<file path="src/rtl/temp_shift_reg.sv">
// Pipeline register stage that captures its input word either unchanged or
// scaled by two (logical left shift by one, MSB truncated) on every clock.
module temp_shift_reg #(
  parameter int WIDTH = 32
) (
  input  logic             CLK,
  input  logic             RST,
  input  logic             SHIFT,
  input  logic [WIDTH-1:0] DATA_IN,
  output logic [WIDTH-1:0] DATA_OUT
);

  logic [WIDTH-1:0] r_data;
  logic [WIDTH-1:0] w_shifted;
  logic [WIDTH-1:0] w_next;

  // The shift always works on the current input, never on the stored word,
  // so repeated SHIFT cycles do not compound.
  assign w_shifted = {DATA_IN[WIDTH-2:0], 1'b0};
  assign w_next    = SHIFT ? w_shifted : DATA_IN;

  always_ff @(posedge CLK) begin
    if (RST) begin
      r_data <= '0;
    end else begin
      r_data <= w_next;
    end
  end

  assign DATA_OUT = r_data;

endmodule

</file>
<file path="config.mk">
export PLATFORM = sky130hd
export DESIGN_NAME = temp_shift_reg
export DESIGN_NICKNAME = d
export VERILOG_FILES = /design/src/rtl/temp_shift_reg.sv
export SDC_FILE = /design/constraint.sdc
export NUM_CORES = 1
export LEC_CHECK = 0
export BUFFER_PORTS_ARGS = -buffer_cell sky130_fd_sc_hd__buf_2
export CAP_MARGIN = 20
export CORE_MARGIN = 4
export CORE_UTILIZATION = 30
export CTS_BUF_LIST = sky130_fd_sc_hd__clkbuf_8
export DETAILED_ROUTE_END_ITERATION = 6
export PLACE_DENSITY = 0.67
export SLEW_MARGIN = 20
export SYNTH_ARGS = -nofsm -noshare
export SYNTH_HDL_FRONTEND = slang
export SYNTH_SLANG_ARGS = --single-unit
export TNS_END_PERCENT = 20
</file>
<file path="constraint.sdc">
create_clock -name CLK -period 1 [get_ports CLK]
set_input_delay 0.2 -clock CLK [delete_from_list [all_inputs] [get_ports CLK]]
set_output_delay 0.2 -clock CLK [all_outputs]
set_load 0.02 [all_outputs]
</file>
==> impl_metrics.py <==
metrics = {
    "power_and_ir_drop": {
        "p_leak_nw": 0.8916,
        "vdd_drop_max_mv": 0.9319,
        "p_per_area_mw_per_mm2": 1925,
        "power_mw": 3.174,
    },
    "run": {
        "maxCapViolations": 0,
    },
    "floorplanning": {
        "core-area_sq_mm": 0.003689,
        "rows": 22,
        "io_pins": 67,
        "die_area_sq_mm": 0.004920,
        "die_h_um": 70.15,
        "initial_core_util_pct": 31.41,
        "die_x_um": 70.15,
    },
    "sta": {
        "hold_viol_final": 0,
        "max_freq_ghz": 1.055,
        "rsz0062_at_grt": "false",
        "setup_violations": 0,
        "post-route-period-util_pct": 94.78,
        "maxSlewHeadroom_pct": 90.76,
        "fin_crit_ns": 0.9478,
        "finalSetupTns_ns": 0,
        "hold_ws_ns": 0.1442,
        "worst_slew_pin_slew_ns": 0.1347,
        "slew_violations": 0,
    },
    "finish": {
        "final_cell_mix": "buf_2, dfxtp_1, mux2i_1, nor2_1, clkbuf_8",
        "largest_register_ffs": 32,
        "n_antenna_cell": 0,
        "fin_util_pct": 44.71,
        "layout_commonest_cell": "buf_2",
        "drive_gt1_share_pct": 45.09,
        "design_area_sq_mm": 0.001649,
        "area_growth_pct": 42.33,
        "nets": 207,
    },
    "detailed_routing": {
        "dr.pass1.iters": 4,
        "drc": 0,
        "wirelength_mm": 2.420,
        "via_per_inst": 4.249,
        "ant_nets": 0,
        "dr.first_iter.drc_count": 31,
        "num_vias": 939,
        "wl_per_cell_um": 10.95,
    },
    "setup_path": {
        "critPathArrivalTime_ns": 0.75,
        "end_kind": "output pin",
        "cp_max_fo": 1,
        "worst_setup_path_start_kind": "flip-flop",
        "slowest_stage": "dfxtp_1",
        "crit_chain": "buf_2",
        "crit_end": "DATA_OUT[28]",
        "crit_family": "flip-flops",
        "critPathBufInv": 1,
        "path_class": "reg -> out",
        "crit_cells": 1,
        "crit_path_max_incr_delay_ns": 0.32,
        "crit_required_ns": 0.80,
        "crit_start": "DATA_OUT[28]$_SDFF_PP0_",
    },
    "logic_synthesis": {
        "ys_ff_latch": 32,
        "ys_types": 8,
        "synth.yosys.seq_area_share_pct": 55.29,
        "syn-num-nets": 137,
        "avgSynthCellArea_sq_um": 11.36,
        "ys_warn_count": 0,
        "syn_inst": 102,
        "synth_area_sq_mm": 0.001159,
    },
    "worst_hold_path": {
        "hold_class": "in -> reg",
    },
    "cts": {
        "numClockSinks": 32,
        "cts_tree": "built",
        "root_buffer": "clkbuf_8",
        "clk_pin_slew_ns": 0.07,
        "cts_buffers": 5,
        "htree_levels": 2,
        "cts_max_path_buffers": 2,
    },
    "placement": {
        "place.port_buffers": 66,
        "gp_congestion": 0.6978,
        "dp_hpwl_mm": 1.875,
        "placed_area_sq_mm": 0.001520,
    },
    "outcome": {
        "outcome": "finished, final reports clean",
    },
    "grt": {
        "grt_max_degree": 20,
        "antenna_found_initial": 0,
        "grt_pass1_vias": 894,
        "grt-ovfl-total": 0,
        "grt_usage_pct": 10.02,
        "grt_pass1_wl_mm": 3.919,
    },
}
-- area by class of cell --
type | count | area (sq um)
sequential | 32 | 640.6
tap | 48 | 60.06
fill | 378 | 2039
clock buffer | 7 | 96.34
timing repair buffer | 70 | 387.9
clock inverter | 1 | 30.03
multi-input combinational | 63 | 434.2
-- power breakdown --
part | internal, mW | leakage, nW | total, mW | switching [mW]
clock network | 0.879 | 0.0645 | 1.34 | 0.457
registers | 1.36 | 0.267 | 1.38 | 0.0183
logic | 0.200 | 0.560 | 0.461 | 0.261
-- routing by layer --
metal	track usage (%)	routed length [um]	vias to the layer above
met4	3.830	34	0
met2	15.11	1081	47
met3	6.043	277	5
met1	11.54	1028	412
met5	0	0	-
li1	-	-	475
-- cell families (layout without fill, tap and decap cells) --
family / Yosys count / count (layout) / share of synthesized area, %
flops: 32 / 32 / 55.29
simple gates: 32 / 32 / 10.69
mux: 31 / 31 / 26.78
buf+inv: 7 / 78 / 7.235
-- stage by stage --
stage / instances / setup slack (ns)
3_5_place_dp: 213 / 0.09639
2_1_floorplan: 102 / 0.2073
4_1_cts: 221 / 0.02559
3_3_place_gp: 213 / 0.1086
6_report: 221 / 0.05216
5_1_grt: 221 / 0.00007272
-- Yosys cell counts --
| cell | number | share of area, % |
|---|---|---|
| buf_2 | 1 | 0.43 |
| clkbuf_1 | 2 | 0.65 |
| buf_6 | 1 | 0.97 |
| nor3b_1 | 1 | 0.65 |
| mux2i_1 | 31 | 27 |
| dfxtp_1 | 32 | 55 |
| buf_12 | 3 | 5.2 |
| nor2_1 | 31 | 10 |
-- how the worst min path moves through the flow --
stage | start | endpoint | slack [ns] | cells past startpoint
after floorplan | RST | DATA_OUT[29]$_SDFF_PP0_ | 0.27 | 1
after global placement | RST | DATA_OUT[2]$_SDFF_PP0_ | 0.43 | 2
after detailed placement | RST | DATA_OUT[2]$_SDFF_PP0_ | 0.44 | 2
after CTS | RST | DATA_OUT[1]$_SDFF_PP0_ | 0.13 | 2
after global routing | RST | DATA_OUT[1]$_SDFF_PP0_ | 0.15 | 2
final | RST | DATA_OUT[1]$_SDFF_PP0_ | 0.14 | 2
-- what timing repair did --
| item | CTS | global route |
|---|---|---|
| setup endpoints to repair | 0 | 1 |
| buffers inserted | 0 | 0 |
| resized for setup | 0 | 1 |
| hold buffers | 0 | 0 |
Note: power is estimated with default switching activity, not from simulation.
